File: src/rtl/i2c_req_arbiter_if.sv
// i2c_req_arbiter_if: request, response and I2C-master handshake bundle for i2c_req_arbiter.
interface i2c_req_arbiter_if;
  logic       req0_valid, req0_ready, req0_rw, req1_valid, req1_ready, req1_rw;
  logic [6:0] req0_addr, req1_addr, m_addr;
  logic [7:0] req0_wdata, req1_wdata, rsp_rdata, m_tx_data, m_rx_data;
  logic       rsp_valid, rsp_id, m_rw, m_tx_valid, m_tx_ready, m_rx_valid, m_busy, m_ack_err;
  logic [1:0] rsp_code;
  modport slave (
    input  req0_valid, req0_addr, req0_rw, req0_wdata,
    input  req1_valid, req1_addr, req1_rw, req1_wdata,
    input  m_tx_ready, m_rx_data, m_rx_valid, m_busy, m_ack_err,
    output req0_ready, req1_ready, rsp_valid, rsp_id, rsp_code, rsp_rdata,
    output m_addr, m_rw, m_tx_data, m_tx_valid
  );
  modport master (
    output req0_valid, req0_addr, req0_rw, req0_wdata,
    output req1_valid, req1_addr, req1_rw, req1_wdata,
    output m_tx_ready, m_rx_data, m_rx_valid, m_busy, m_ack_err,
    input  req0_ready, req1_ready, rsp_valid, rsp_id, rsp_code, rsp_rdata,
    input  m_addr, m_rw, m_tx_data, m_tx_valid
  );
endinterface

File: src/rtl/i2c_req_arbiter.sv
// i2c_req_arbiter: round-robin two-requester sequencer for a single-byte I2C master.
// Define I2C_ARB_TIMEOUT_EN to add the launch-to-idle timeout (code 10).
module i2c_req_arbiter #(
  parameter int TIMEOUT = 4096
) (
  input logic clk,
  input logic rst_n,
  i2c_req_arbiter_if.slave bus
);
  typedef enum logic [2:0] {IDLE, LAUNCH, WAIT_BUSY, RUN, RESP} state_t;
  state_t state, state_nx;
  logic last_gnt, cur_id, gnt, accept, done, timed_out;
  logic [1:0] code_nx;
  logic [7:0] rx_byte, rx_nx;
  assign gnt = (bus.req0_valid && bus.req1_valid) ? !last_gnt : bus.req1_valid;
  assign accept = state == IDLE && !bus.m_busy && (bus.req0_valid || bus.req1_valid);
  assign bus.req0_ready = accept && !gnt;
  assign bus.req1_ready = accept && gnt;
  assign rx_nx = (state == RUN && bus.m_rx_valid) ? bus.m_rx_data : rx_byte;
`ifdef I2C_ARB_TIMEOUT_EN
  logic [15:0] cnt;
  always_ff @(posedge clk or negedge rst_n)
    if (!rst_n) cnt <= '0;
    else cnt <= (state == LAUNCH) ? '0 : (state == WAIT_BUSY || state == RUN) ? cnt + 16'd1 : cnt;
  assign timed_out = (state == WAIT_BUSY || state == RUN) && cnt == 16'(TIMEOUT - 1);
`else
  assign timed_out = 1'b0;
`endif
  always_comb begin
    state_nx = state;
    code_nx = 2'b00;
    done = 1'b0;
    unique case (state)
      IDLE: state_nx = accept ? LAUNCH : IDLE;
      LAUNCH: state_nx = WAIT_BUSY;
      WAIT_BUSY: begin
        done = timed_out;
        code_nx = 2'b10;
        state_nx = timed_out ? RESP : bus.m_busy ? RUN : WAIT_BUSY;
      end
      RUN: begin
        // a genuine completion wins over a timeout landing on the same cycle
        done = !bus.m_busy || timed_out;
        code_nx = !bus.m_busy ? {1'b0, bus.m_ack_err} : 2'b10;
        state_nx = done ? RESP : RUN;
      end
      RESP: state_nx = IDLE;
      default: state_nx = IDLE;
    endcase
  end
  always_ff @(posedge clk or negedge rst_n)
    if (!rst_n) begin
      state <= IDLE;
      last_gnt <= 1'b1;
      cur_id <= 1'b0;
      rx_byte <= 8'h00;
      bus.m_addr <= 7'h00;
      bus.m_rw <= 1'b0;
      bus.m_tx_data <= 8'h00;
      bus.m_tx_valid <= 1'b0;
      bus.rsp_valid <= 1'b0;
      bus.rsp_id <= 1'b0;
      bus.rsp_code <= 2'b00;
      bus.rsp_rdata <= 8'h00;
    end else begin
      state <= state_nx;
      rx_byte <= accept ? 8'h00 : rx_nx;
      bus.m_tx_valid <= accept;
      bus.rsp_valid <= done;
      bus.rsp_id <= done ? cur_id : 1'b0;
      bus.rsp_code <= done ? code_nx : 2'b00;
      bus.rsp_rdata <= (done && code_nx == 2'b00 && bus.m_rw) ? rx_nx : 8'h00;
      if (accept) begin
        cur_id <= gnt;
        last_gnt <= gnt;
        bus.m_addr <= gnt ? bus.req1_addr : bus.req0_addr;
        bus.m_rw <= gnt ? bus.req1_rw : bus.req0_rw;
        bus.m_tx_data <= gnt ? bus.req1_wdata : bus.req0_wdata;
      end
    end
endmodule

File: src/flat_wrapper.sv
// flat-port wrapper written by rule: the top's interface ports become plain ports
module i2c_req_arbiter_flat 
#(
  parameter int TIMEOUT = 4096
)
  (clk, rst_n, bus_req0_valid, bus_req0_addr, bus_req0_rw, bus_req0_wdata, bus_req1_valid, bus_req1_addr, bus_req1_rw, bus_req1_wdata, bus_m_tx_ready, bus_m_rx_data, bus_m_rx_valid, bus_m_busy, bus_m_ack_err, bus_req0_ready, bus_req1_ready, bus_rsp_valid, bus_rsp_id, bus_rsp_code, bus_rsp_rdata, bus_m_addr, bus_m_rw, bus_m_tx_data, bus_m_tx_valid);
  i2c_req_arbiter_if bus_i ();
  input logic clk;
  input logic rst_n;
  input wire logic [$bits(bus_i.req0_valid)-1:0] bus_req0_valid;
  input wire logic [$bits(bus_i.req0_addr)-1:0] bus_req0_addr;
  input wire logic [$bits(bus_i.req0_rw)-1:0] bus_req0_rw;
  input wire logic [$bits(bus_i.req0_wdata)-1:0] bus_req0_wdata;
  input wire logic [$bits(bus_i.req1_valid)-1:0] bus_req1_valid;
  input wire logic [$bits(bus_i.req1_addr)-1:0] bus_req1_addr;
  input wire logic [$bits(bus_i.req1_rw)-1:0] bus_req1_rw;
  input wire logic [$bits(bus_i.req1_wdata)-1:0] bus_req1_wdata;
  input wire logic [$bits(bus_i.m_tx_ready)-1:0] bus_m_tx_ready;
  input wire logic [$bits(bus_i.m_rx_data)-1:0] bus_m_rx_data;
  input wire logic [$bits(bus_i.m_rx_valid)-1:0] bus_m_rx_valid;
  input wire logic [$bits(bus_i.m_busy)-1:0] bus_m_busy;
  input wire logic [$bits(bus_i.m_ack_err)-1:0] bus_m_ack_err;
  output wire logic [$bits(bus_i.req0_ready)-1:0] bus_req0_ready;
  output wire logic [$bits(bus_i.req1_ready)-1:0] bus_req1_ready;
  output wire logic [$bits(bus_i.rsp_valid)-1:0] bus_rsp_valid;
  output wire logic [$bits(bus_i.rsp_id)-1:0] bus_rsp_id;
  output wire logic [$bits(bus_i.rsp_code)-1:0] bus_rsp_code;
  output wire logic [$bits(bus_i.rsp_rdata)-1:0] bus_rsp_rdata;
  output wire logic [$bits(bus_i.m_addr)-1:0] bus_m_addr;
  output wire logic [$bits(bus_i.m_rw)-1:0] bus_m_rw;
  output wire logic [$bits(bus_i.m_tx_data)-1:0] bus_m_tx_data;
  output wire logic [$bits(bus_i.m_tx_valid)-1:0] bus_m_tx_valid;
  assign bus_i.req0_valid = bus_req0_valid;
  assign bus_i.req0_addr = bus_req0_addr;
  assign bus_i.req0_rw = bus_req0_rw;
  assign bus_i.req0_wdata = bus_req0_wdata;
  assign bus_i.req1_valid = bus_req1_valid;
  assign bus_i.req1_addr = bus_req1_addr;
  assign bus_i.req1_rw = bus_req1_rw;
  assign bus_i.req1_wdata = bus_req1_wdata;
  assign bus_i.m_tx_ready = bus_m_tx_ready;
  assign bus_i.m_rx_data = bus_m_rx_data;
  assign bus_i.m_rx_valid = bus_m_rx_valid;
  assign bus_i.m_busy = bus_m_busy;
  assign bus_i.m_ack_err = bus_m_ack_err;
  assign bus_req0_ready = bus_i.req0_ready;
  assign bus_req1_ready = bus_i.req1_ready;
  assign bus_rsp_valid = bus_i.rsp_valid;
  assign bus_rsp_id = bus_i.rsp_id;
  assign bus_rsp_code = bus_i.rsp_code;
  assign bus_rsp_rdata = bus_i.rsp_rdata;
  assign bus_m_addr = bus_i.m_addr;
  assign bus_m_rw = bus_i.m_rw;
  assign bus_m_tx_data = bus_i.m_tx_data;
  assign bus_m_tx_valid = bus_i.m_tx_valid;
  i2c_req_arbiter #(.TIMEOUT(TIMEOUT)) u_core (.clk(clk), .rst_n(rst_n), .bus(bus_i));
endmodule
File: config.mk
export PLATFORM = sky130hd
export DESIGN_NAME = i2c_req_arbiter_flat
export DESIGN_NICKNAME = d
export VERILOG_FILES = /design/src/rtl/i2c_req_arbiter_if.sv /design/src/rtl/i2c_req_arbiter.sv /design/src/flat_wrapper.sv
export SDC_FILE = /design/constraint.sdc
export NUM_CORES = 1
export LEC_CHECK = 0
export CORE_MARGIN = 10
export CORE_UTILIZATION = 35
export CTS_BUF_LIST = sky130_fd_sc_hd__clkbuf_8
export DETAILED_ROUTE_END_ITERATION = 10
export PLACE_DENSITY_LB_ADDON = 0.15
export SLEW_MARGIN = 5
export SYNTH_ARGS = -nofsm -noshare
export SYNTH_HDL_FRONTEND = slang
export SYNTH_SLANG_ARGS = --single-unit
File: constraint.sdc
create_clock -name clk -period 1.75 [get_ports clk]
set_clock_uncertainty 0.05 [all_clocks]
set_input_delay 0.35 -clock clk [delete_from_list [all_inputs] [get_ports clk]]
set_output_delay 0.35 -clock clk [all_outputs]
set_load 0.01 [all_outputs]
==> flow_metrics.env, run 1 <==
export IMPL_ctsLongestPathBuffers=2
export IMPL_maxCapViolCount=0
export IMPL_ys_seq_area_share_pct=58.7
export IMPL_violations="setup timing"
export IMPL_dp_hpwl_um=4070
export IMPL_cts_buffers=5
export IMPL_outcome="finished with violations"
export IMPL_synth_cell_types=30
export IMPL_worst_slack_ns=-0.242
export IMPL_insertion_delay_ns=0.29
export IMPL_switching_power_uw=1250
export IMPL_placementRows=25
export IMPL_period_share_pct=114
export IMPL_ys_ff_latch=42
export IMPL_vdd_drop_max_mv=0.634
export IMPL_crit_required_ns=1.35
export IMPL_min_period_ns=1.99
export IMPL_grt_total_usage_pct=12.7
export IMPL_drt_initial_drc_count=55
export IMPL_instances_no_fill=297
export IMPL_yosys_area_top_type_share_pct=57.3
export IMPL_avgSynthCellArea_um2=13.3
export IMPL_placed_cells=286
export IMPL_postRouteAntennaNets=0
export IMPL_end_kind="output pin"
export IMPL_clkPwrFrac_pct=22.2
export IMPL_htreeDepth=2
export IMPL_area_growth_pct=63.7
export IMPL_post_drt_via_cell_ratio=5.00
export IMPL_worstHoldStart="bus_m_busy"
export IMPL_die_area_um2=8380
export IMPL_p_int_uw=2910
export IMPL_rsz0062_at_grt="yes"
export IMPL_worst_path_max_fanout=4
export IMPL_setup_violations=2
export IMPL_multi_input_area_um2=692
export IMPL_hold_class="primary input to register"
export IMPL_critical_path_class="register to output pin"
export IMPL_n_antenna_cell=0
export IMPL_final_area_um2=2930
export IMPL_finalWirelength_um=5200
export IMPL_arrival_ns=1.59
export IMPL_synth_area_leaders="dfrtp_1, a2bb2oi_2, o32ai_1"
export IMPL_rr_startpoint="u_core.state[0]"
export IMPL_start_kind="register"
export IMPL_fill_cells=395
export IMPL_finalHoldViolCount=0
export IMPL_ys_flop_type="dfrtp_1"
export IMPL_crit_path_end="bus_req0_ready"
export IMPL_synth_warnings=0
export IMPL_coreArea_um2=4850
export IMPL_synth_top_area_cell="dfrtp_1"
export IMPL_seq_area_um2=1050
export IMPL_die_y_um=91.6
export IMPL_finalPower_uw=4160
export IMPL_place_gp_congestion=0.742
export IMPL_netlist_instances=135
export IMPL_antenna_found_initial=0
export IMPL_slew_violations=0
export IMPL_drive_gt1_share_pct=21.7
export IMPL_clock_root_buffer="clkbuf_8"
export IMPL_sequentialPowerShare_pct=36.2
export IMPL_p_leak_uw=0.00126
export IMPL_drc_errors=0
export IMPL_rrSetupSlack_ns=0.05
export IMPL_vias=1484
export IMPL_combPwrFrac_pct=41.7
export IMPL_synth_area_um2=1790
export IMPL_synth_async_sr_flop_share_pct=100
export IMPL_clk_pin_slew_ns=0.08
export IMPL_clock_sinks=42
export IMPL_port_buffer_count=77
export IMPL_dpl_instance_area_um2=2760
export IMPL_grt_max_degree=27
export IMPL_crit_start="u_core.state[0]"
export IMPL_whs_ns=0.471
export IMPL_start_util_pct=37.0
export IMPL_rr_endpoint="u_core.bus.m_tx_data[7]"
export IMPL_wl_per_cell_um=17.5
export IMPL_cts_tree="built"
export IMPL_p_sw_share_pct=30.1
export IMPL_first_global_vias=1722
export IMPL_syn_nets=183
export IMPL_drt_pass1_iter_count=4
export IMPL_pin_count=79
export IMPL_die_x_um=91.6
export IMPL_powerDensity_nw_per_um2=1420
export IMPL_layout_nets=277
export IMPL_overflow=0
export IMPL_max_freq_mhz=502
export IMPL_reg2reg_depth=5
export IMPL_grt_first_pass_wirelength_um=8650
export IMPL_synth_edff_count=0
-- cell usage after synthesis (2+ instances only) --
cell type	count
dfrtp_1	41
nor2_1	20
o32ai_1	16
a2bb2oi_2	11
mux2i_1	8
a2bb2oi_1	5
buf_2	4
clkbuf_1	4
and2_1	2
nand3b_1	2
nor2b_1	2
nor3_1	2
-- layout by cell type (no fill, tap or decap), types with 2 or more instances in the layout --
cell type / n
clkdlybuf4s50_1: 73
dfrtp_1: 41
nor2_1: 20
o32ai_1: 16
buf_4: 15
a2bb2oi_2: 11
mux2i_1: 8
a2bb2oi_1: 5
clkbuf_8: 5
buf_12: 4
nand3b_1: 2
and2_1: 2
nor2b_1: 2
bufinv_16: 2
buf_2: 2
-- metal layers --
layer  global-route usage (%)  part of all wire, %  routed length, µm  up-vias
met4                     3.79                  1.6                 83        0
met3                     6.83                  9.8                509        7
met2                     22.5                   51               2630       61
li1                         -                    -                  -      694
met5                        0                    0                  0        -
met1                     12.5                   38               1970      722
-- power groups by stage --
stage | registers [µW] | logic, µW | clock network [µW]
finish | 1500 | 1730 | 921
detailed placement | 1520 | 1730 | 0
global route | 1550 | 1880 | 974
floorplan | 1610 | 758 | 0
CTS | 1510 | 1750 | 938
global placement | 1500 | 1670 | 0
-- state kept, by name, indices dropped and copies added, names as in the netlist --
register,cells
u_core.bus.m_addr,7
u_core.bus.m_rw,1
u_core.bus.m_tx_data,8
u_core.bus.m_tx_valid,1
u_core.bus.rsp_code,2
u_core.bus.rsp_id,1
u_core.bus.rsp_rdata,8
u_core.bus.rsp_valid,1
u_core.cur_id,1
u_core.last_gnt,1
u_core.rx_byte,8
u_core.state,3
-- per-stage QoR --
step	util (%)	worst slack (ns)	TNS [ns]
6_report	60.5	-0.242	-0.419
5_1_grt	60.5	-0.290	-0.532
4_1_cts	60.2	-0.278	-0.456
2_1_floorplan	-	0.0535	0
3_5_place_dp	57.0	-0.868	-7.45
3_3_place_gp	57.0	-0.842	-6.84
-- timing repair --
| item | 4_1_cts | 5_1_grt |
|---|---|---|
| hold endpoints to repair | 15 | 0 |
| endpoints found under the setup margin | 2 | 2 |
| pin swaps | 2 | 1 |
| hold buffers | 1 | 0 |
| gates resized for setup | 11 | 2 |
| setup buffers | 2 | 0 |
-- cell type report --
cell class | count | share of cell area, %
Multi-Input combinational cell | 82 | 23.6
Sequential cell | 42 | 35.9
Clock inverter | 3 | 2.35
Clock buffer | 5 | 2.35
Tap cell | 67 | 2.86
Inverter | 1 | 0.128
Timing Repair Buffer | 97 | 32.8
-- critical path, stage by stage, from the launching register on --
cell and delay (ns):
dfrtp_1 0.38, or4_4 0.58, nor3_4 0.21, buf_6 0.13
-- how the worst min path moves through the flow --
stage                                      end  depth (start not counted)
after global placement    u_core.bus.rsp_valid                          1
after global routing           u_core.state[2]                          3
after detailed placement  u_core.bus.rsp_valid                          1
after CTS                      u_core.state[2]                          3
after floorplan           u_core.bus.m_addr[0]                          0
final                          u_core.state[2]                          3
-- cells by family after synthesis --
family / after synthesis / share of synthesized area (%)
flip-flops: 42 / 58.7
multiplexers: 8 / 4.47
AND/OR/NAND/NOR: 36 / 11.3
other: 1 / 0.209
AO/OA/AOI/OAI: 37 / 21.6
buffers and inverters: 11 / 3.63
No activity file was read; power rests on OpenSTA's default activity.
==> inputs of run 2 (changes only) <==
Settings changed: SLEW_MARGIN 5 to default.
Clock period 1.75 ns to 2.6 ns, I/O delays scaled along.
==> run 2 against run 1 <==
  * The run now ends clean
  * Count of clock-buffer cells in the layout unchanged
  * Wire length down 4.7%
  * Power down 38%
  * Worst hold slack got worse by 0.16 ns
  * Sequential power is 31% lower
  * Final area fell by 5.2%
  * Critical path type is now primary input to output pin
  * Critical endpoint unchanged
==> flow_metrics.env, run 2 (synthesis results as in run 1) <==
export IMPL_ctsLongestPathBuffers=2
export IMPL_multi_input_area_um2=692
export IMPL_p_int_uw=1780
export IMPL_htreeDepth=2
export IMPL_arrival_ns=1.95
export IMPL_layout_nets=266
export IMPL_start_kind="primary input"
export IMPL_sequentialPowerShare_pct=39.7
export IMPL_drive_gt1_share_pct=17.8
export IMPL_crit_required_ns=2.03
export IMPL_start_util_pct=37.0
export IMPL_die_area_um2=8380
export IMPL_port_buffer_count=77
export IMPL_coreArea_um2=4850
export IMPL_area_growth_pct=55.1
export IMPL_hold_class="primary input to asynchronous set/reset pin"
export IMPL_first_global_vias=1630
export IMPL_slew_violations=0
export IMPL_die_y_um=91.6
export IMPL_period_share_pct=96.9
export IMPL_grt_max_degree=43
export IMPL_top_regs="u_core.bus.m_tx_data x8, u_core.bus.rsp_rdata x8, u_core.rx_byte x8"
export IMPL_grt_first_pass_wirelength_um=8220
export IMPL_cts_buffers=5
export IMPL_clock_sinks=42
export IMPL_clock_root_buffer="clkbuf_8"
export IMPL_fill_cells=397
export IMPL_tns_ns=0
export IMPL_max_stage_delay_ns=0.56
export IMPL_dp_hpwl_um=3760
export IMPL_combPwrFrac_pct=40.3
export IMPL_max_freq_mhz=397
export IMPL_cts_tree="built"
export IMPL_p_sw_share_pct=31.4
export IMPL_critical_path_class="primary input to output pin"
export IMPL_end_kind="output pin"
export IMPL_final_common_cell="clkdlybuf4s50_1"
export IMPL_antenna_found_initial=0
export IMPL_placed_cells=277
export IMPL_instances_no_fill=286
export IMPL_placementRows=25
export IMPL_drt_pass1_iter_count=4
export IMPL_clkPwrFrac_pct=20.0
export IMPL_seq_area_um2=1050
export IMPL_pin_count=79
export IMPL_path_cells="clkdlybuf4s50_1 > or4_4 > nor3_4 > clkdlybuf4s15_2"
export IMPL_finalPower_uw=2590
export IMPL_critPathTopFamily="simple AND/OR/NAND/NOR gates"
export IMPL_worst_pin_slew_ns=0.929
export IMPL_finalHoldViolCount=0
export IMPL_postRouteAntennaNets=0
export IMPL_finalWirelength_um=4950
export IMPL_setup_violations=0
export IMPL_wl_per_cell_um=17.3
export IMPL_powerDensity_nw_per_um2=933
export IMPL_clk_pin_slew_ns=0.08
export IMPL_grt_total_usage_pct=12.3
export IMPL_vdd_drop_max_mv=0.438
export IMPL_die_x_um=91.6
export IMPL_cpMaxStageDelayCell="or4_4"
export IMPL_overflow=0
export IMPL_place_gp_congestion=0.718
export IMPL_max_slew_margin_pct=38.1
export IMPL_drc_errors=0
export IMPL_insertion_delay_ns=0.30
export IMPL_post_drt_via_cell_ratio=4.95
export IMPL_n_antenna_cell=0
export IMPL_drt_initial_drc_count=49
export IMPL_rsz0062_at_grt="no"
export IMPL_outcome="completed"
export IMPL_final_cell_mix="clkdlybuf4s50_1, dfrtp_1, nor2_1, o32ai_1, a2bb2oi_2"
export IMPL_path_buf_inv=2
export IMPL_worst_path_max_fanout=4
export IMPL_vias=1416
export IMPL_maxCapViolCount=0
export IMPL_min_period_ns=2.52
export IMPL_switching_power_uw=815
export IMPL_p_leak_uw=0.00118
==> run 2: power by group through the flow <==
stage / registers [µW] / clock network, µW / logic, µW
3_3_place_gp: 1030 / 0 / 1030
5_1_grt: 1060 / 560 / 1150
4_1_cts: 1030 / 536 / 1060
6_report: 1030 / 520 / 1040
3_5_place_dp: 1040 / 0 / 1060
2_1_floorplan: 1090 / 0 / 510
==> run 2: cell type report <==
cell class | instances | share of cell area, %
clock buffers | 5 | 2.48
inverters | 1 | 0.135
well taps | 67 | 3.02
flip-flops and latches | 42 | 37.9
repair buffers | 86 | 30.0
clock inverters | 3 | 1.62
multi-input cells | 82 | 24.9
==> run 2: routing by layer <==
layer | global-route usage (%) | wire [µm] | up-vias
li1 | - | - | 673
met1 | 12.3 | 1950 | 679
met2 | 20.6 | 2360 | 58
met3 | 7.49 | 585 | 6
met4 | 4.31 | 62 | 0
met5 | 0 | 0 | -
==> run 2: stage by stage <==
step           cell area (µm²)  setup WS, ns  hold WS, ns  utilization [%]
2_1_floorplan             1790         0.611        0.174                -
3_3_place_gp              2650        -0.338        0.445             54.6
3_5_place_dp              2650        -0.359        0.453             54.6
4_1_cts                   2770       0.00737        0.331             57.0
6_report                  2780        0.0794        0.310             57.3
5_1_grt                   2780       0.00540        0.393             57.3
==> run 2: path summary, 6_finish.rpt <==
kind / start / slack (ns) / depth (start not counted) / endpoint
setup / recovery: bus_m_busy / 0.08 / 4 / bus_req0_ready
hold / removal: rst_n / 0.31 / 1 / u_core.cur_id
setup reg to reg: u_core.state[0] / 0.71 / 4 / u_core.bus.m_tx_data[7]
hold reg to reg: u_core.rx_byte[0] / 0.47 / 2 / u_core.rx_byte[0]
max in group asynchronous: rst_n / 1.62 / 1 / u_core.bus.m_addr[0]
min in group clk: u_core.rx_byte[0] / 0.47 / 2 / u_core.rx_byte[0]
==> run 2: repair_timing <==
item,4_1_cts,5_1_grt
setup buffers,0,1
gates resized for setup,6,1
endpoints found under the setup margin,2,2
pin swaps,0,1
hold buffers,0,0
==> inputs of run 3 (changes only) <==
Settings changed: CORE_MARGIN 10 to 2.
==> run 3 against run 2 <==
  * Clock power down 22%
  * Die area decreased by 32%
  * Sequential share of layout area increased by 0.19 points
  * Power down 3.8%
  * Final area decreased by 0.50%
  * Worst hold slack better by 0.0056 ns
  * Utilization is 2.1 points lower
  * Critical path type unchanged
  * Largest cell class unchanged
  * Highest routed layer unchanged
==> flow_metrics.env, run 3 (synthesis results as in run 1) <==
export IMPL_grt_total_usage_pct=16.8
export IMPL_clock_sinks=42
export IMPL_multi_input_area_um2=681
export IMPL_first_global_vias=1496
export IMPL_post_route_util_pct=55.2
export IMPL_dp_hpwl_um=3220
export IMPL_end_kind="output pin"
export IMPL_n_antenna_cell=0
export IMPL_max_freq_mhz=390
export IMPL_critical_path_class="primary input to output pin"
export IMPL_start_kind="primary input"
export IMPL_port_buffer_count=77
export IMPL_post_drt_via_cell_ratio=5.11
export IMPL_rrSetupSlack_ns=0.79
export IMPL_postRouteAntennaNets=0
export IMPL_setup_violations=0
export IMPL_seq_area_um2=1050
export IMPL_place_gp_congestion=0.745
export IMPL_start_util_pct=35.8
export IMPL_dpl_instance_area_um2=2680
export IMPL_die_area_um2=5710
export IMPL_pin_count=79
export IMPL_insertion_delay_ns=0.29
export IMPL_vias=1477
export IMPL_hold_buffers=0
export IMPL_grt_first_pass_wirelength_um=7200
export IMPL_die_y_um=75.6
export IMPL_rsz0062_at_grt="no"
export IMPL_overflow=0
export IMPL_min_period_ns=2.56
export IMPL_final_cell_mix="clkdlybuf4s50_1, dfrtp_1, nor2_1, o32ai_1, a2bb2oi_2"
export IMPL_coreArea_um2=5010
export IMPL_worst_pin_slew_ns=0.939
export IMPL_drt_initial_drc_count=55
export IMPL_ctsLongestPathBuffers=2
export IMPL_hold_class="primary input to asynchronous set/reset pin"
export IMPL_final_common_cell="clkdlybuf4s50_1"
export IMPL_area_growth_pct=54.3
export IMPL_antenna_found_initial=0
export IMPL_worst_path_max_fanout=4
export IMPL_maxCapViolCount=0
export IMPL_top_regs="u_core.bus.m_tx_data x8, u_core.bus.rsp_rdata x8, u_core.rx_byte x8"
export IMPL_drt_pass1_iter_count=4
export IMPL_crit_required_ns=2.03
export IMPL_fill_cells=458
export IMPL_cts_buffers=5
export IMPL_placementRows=26
export IMPL_layout_nets=266
export IMPL_finalWirelength_um=4510
export IMPL_p_leak_uw=0.00118
export IMPL_drive_gt1_share_pct=16.9
export IMPL_reg2reg_depth=4
export IMPL_max_slew_margin_pct=37.4
export IMPL_final_area_um2=2770
export IMPL_clk_pin_slew_ns=0.08
export IMPL_outcome="completed"
export IMPL_grt_max_degree=43
export IMPL_wl_per_cell_um=15.6
export IMPL_cts_tree="built"
export IMPL_powerDensity_nw_per_um2=902
export IMPL_period_share_pct=98.6
export IMPL_drc_errors=0
export IMPL_instances_no_fill=289
export IMPL_clock_root_buffer="clkbuf_8"
export IMPL_arrival_ns=1.99
export IMPL_die_x_um=75.6
export IMPL_whs_ns=0.315
export IMPL_htreeDepth=2
export IMPL_finalHoldViolCount=0
export IMPL_placed_cells=281
export IMPL_cts_setup_buffers=0
export IMPL_vdd_drop_max_mv=0.401
export IMPL_slew_violations=0
-- run 3: changes by cell type in the layout (fill, tap and decap cells not counted) --
cell / change
clkinvlp_4: -2
bufinv_16: -1
clkinv_2: +2
buf_12: +2
nor3_1: +1
inv_1: +1
nor3_4: -1
buf_4: -2
-- run 3: layer usage --
layer	part of all wire (%)	global-route usage, %
met5	0	0
met4	0.66	3.51
met3	9.6	5.69
met2	49	28.1
met1	41	21.2
-- run 3: critical path, cell delays in order --
cell             delay (ns)
clkdlybuf4s50_1        0.43
or4_4                  0.59
nor3_1                 0.19
clkdlybuf4s15_2        0.26
-- run 3: cell type report --
| class | count | area share [%] |
|---|---|---|
| clock buffer | 5 | 2.49 |
| clock inverter | 3 | 0.498 |
| inverter | 1 | 0.136 |
| multi-input combinational | 82 | 24.6 |
| sequential | 42 | 38.1 |
| tap | 70 | 3.17 |
| timing repair buffer | 86 | 31.0 |
-- run 3: final timing paths --
check / from / to
worst max-delay path: bus_m_busy / bus_req0_ready
worst min-delay path: rst_n / u_core.bus.m_tx_data[7]
worst max register to register: u_core.state[2] / u_core.bus.rsp_rdata[5]
worst min register to register: u_core.cur_id / u_core.bus.rsp_id
max in group asynchronous: rst_n / u_core.bus.m_addr[6]
min in group clk: u_core.cur_id / u_core.bus.rsp_id
-- run 3: power by group --
group	internal, µW	switching [µW]
sequential	885	153
clock	182	220
combinational	619	435
total	1690	808
-- run 3: metrics by stage --
step | worst slack [ns] | TNS (ns) | power (µW)
floorplan | 0.611 | 0 | 1600
global placement | -0.305 | -0.535 | 2070
detailed placement | -0.296 | -0.520 | 2110
CTS | 0.00856 | 0 | 2530
global route | 0.000685 | 0 | 2650
finish | 0.0363 | 0 | 2490
-- run 3: what timing repair did --
item                                   in CTS  in global routing
pin swaps                                   0                  1
endpoints found under the hold margin       0                  0
resized for setup                           5                  0
setup endpoints to repair                   2                  1
==> patch (flow settings as in run 1) <==
Take the reset off `rx_byte` and load it in a clocked block of its own.
--- a/src/rtl/i2c_req_arbiter.sv
+++ b/src/rtl/i2c_req_arbiter.sv
@@ -53,7 +53,6 @@
       state <= IDLE;
       last_gnt <= 1'b1;
       cur_id <= 1'b0;
-      rx_byte <= 8'h00;
       bus.m_addr <= 7'h00;
       bus.m_rw <= 1'b0;
       bus.m_tx_data <= 8'h00;
@@ -64,7 +63,6 @@
       bus.rsp_rdata <= 8'h00;
     end else begin
       state <= state_nx;
-      rx_byte <= accept ? 8'h00 : rx_nx;
       bus.m_tx_valid <= accept;
       bus.rsp_valid <= done;
       bus.rsp_id <= done ? cur_id : 1'b0;
@@ -78,5 +76,9 @@
         bus.m_tx_data <= gnt ? bus.req1_wdata : bus.req0_wdata;
       end
     end
+
+  always_ff @(posedge clk) begin
+    rx_byte <= accept ? 8'h00 : rx_nx;
+  end
 endmodule
 
Function: same outputs for any inputs over 10 cycles, from zero or initial values and one cycle with rst_n low; that may be too few to reach the edited logic, so the function may still have changed.
==> patch against run 1 <==
The run still ends with negative setup slack left. Combinational power increased by 3%. First-iteration DRC count decreased by 78%. Hold slack got worse by 0.44 ns. Clock power decreased by 30%. Largest cell class unchanged. Sequential cell count unchanged. Largest power group unchanged. Routed wire length decreased by 1.4%. Critical endpoint unchanged. Maximum frequency increased by 0.92%. Count of clock-buffer cells in the layout unchanged. Final area decreased by 2.3%. Critical path depth unchanged. Setup slack improved by 0.018 ns. Power decreased by 5.3%. Area after synthesis decreased by 2.2%.
==> patch: results (changes against run 1) <==
- Status: complete, but fails checks
* Violations in the final reports: negative setup slack
- Post-synth top cells: sky130_fd_sc_hd__dfrtp_1 (33), sky130_fd_sc_hd__nor2_1 (20), sky130_fd_sc_hd__o32ai_1 (16), sky130_fd_sc_hd__a2bb2oi_2 (11)
- Setup repair bufs after CTS: 1 (-1)
- The wire length on met1 is 2080 um (+5.6%).
- Global-route met3 utilization: 6.57% (-0.26 points)
- Final setup violation count: 2 (unchanged)
* GR met2 Demand/Resource: 21.0% (-1.5 points)
- The tightest min-delay check is of the primary input to async pin type.
- Number of global-route vias before repair: 1656 (-3.8%)
- The distinct cell type count after synthesis came to 31 (+3.3%).
* Fraction of final layout cells with drive strength greater than 1: 23.6% (+1.9 points)
- Overall fraction of global-route tracks in use: 12.8% (+0.065 points)
* Share of synthesized flip-flops with an asynchronous set or reset: 81.0% (-19 points)
- Area post-placement: 2750 sq um (-0.36%)
- The final weighted congestion in routability-driven placement is 0.722 (-2.6%).
* HPWL reported at the end of detailed placement: 3970 um (-2.5%)
* Cell count after placement: 290 (+1.4%)
- The detailed-route wire length per cell came to 17.1 um (-2.4%).
* Start point of the critical path: u_core.state[1]
- Portion of total power attributed to the clock network: 16.4% (-5.8 points)
- Drt via density: 4.91 (-1.7%)
- The worst register-to-register path ends at u_core.bus.m_addr[0].
- The detailed route wirelength on metal3 came to 553 um (+8.6%).
- The final critical-path setup slack came to -0.224 ns (+0.0182 ns).
- The first-iteration detailed-routing DRC count is 12 (-78%).
* Total wire length after detailed routing: 5130 um (-1.4%)
* Average size of a mapped cell: 13.0 sq um (-2.2%)
- The peak fanout along the critical path came to 3 (-1).
- Maximum number of pins on one net before global-route repair: 35 (+30%)
* Met2 WL: 2420 um (-8.2%)
- The combinational group share of total power is 45.1% (+3.4 points).
- The maximum vdd ir drop was 718 uV (+13%).
- The number of buffers added on ports is 77 (unchanged).
- Internal Power: 2.66 mW (-8.5%)
* Largest cells by area after synthesis: sky130_fd_sc_hd__dfrtp_1 (47%), sky130_fd_sc_hd__a2bb2oi_2 (9.4%), sky130_fd_sc_hd__dfxtp_1 (9.1%), sky130_fd_sc_hd__o32ai_1 (8.0%), sky130_fd_sc_hd__mux2i_1 (4.6%)
- The post-route setup TNS is -0.394 ns (+0.0244 ns).
- The first-pass GRT wire length was 8630 um (-0.23%).
- The placement-stage worst setup slack was -0.762 ns (+0.106 ns).
- Net count reported at finish: 280 (+1.1%)
- The arrival time at the worst endpoint is 1.57 ns (-0.02 ns).
- The met1 usage is 14.0% (+1.5 points).
- Sequential fraction of the synthesis area: 57.8% (-0.94 points)
* Power per cell area: 1380 nW/um^2 (-3.0%)
* Static leakage: 1.21 nW (-4.0%)
* Smallest hold slack: 0.0302 ns (-0.441 ns)
[patch: worst max path at each step]
stage | end | slack [ns]
after floorplan | bus_req0_ready | 0.05
after global placement | bus_req0_ready | -0.79
after detailed placement | bus_req0_ready | -0.76
after CTS | bus_req0_ready | -0.24
after global routing | bus_req0_ready | -0.27
final | bus_req0_ready | -0.22
[patch: area by class of cell]
type	count	area [sq um]
Timing Repair Buffer	100	978
Inverter	1	3.75
Clock buffer	5	68.8
Multi-Input combinational cell	82	692
Clock inverter	3	25.0
Fill cell	410	1920
Tap cell	67	83.8
Sequential cell	42	1010
[patch: cells by family (layout without fill, tap and decap cells)]
logic type             after synthesis  after routing  share of synthesized area [%]
other                                1              1                          0.214
buffers and inverters               11            109                           3.71
DFF                                 42             42                           57.8
AOI/OAI and AO/OA                   37             37                           22.1
and+or+nand+nor                     36             36                           11.6
muxes                                8              8                           4.57
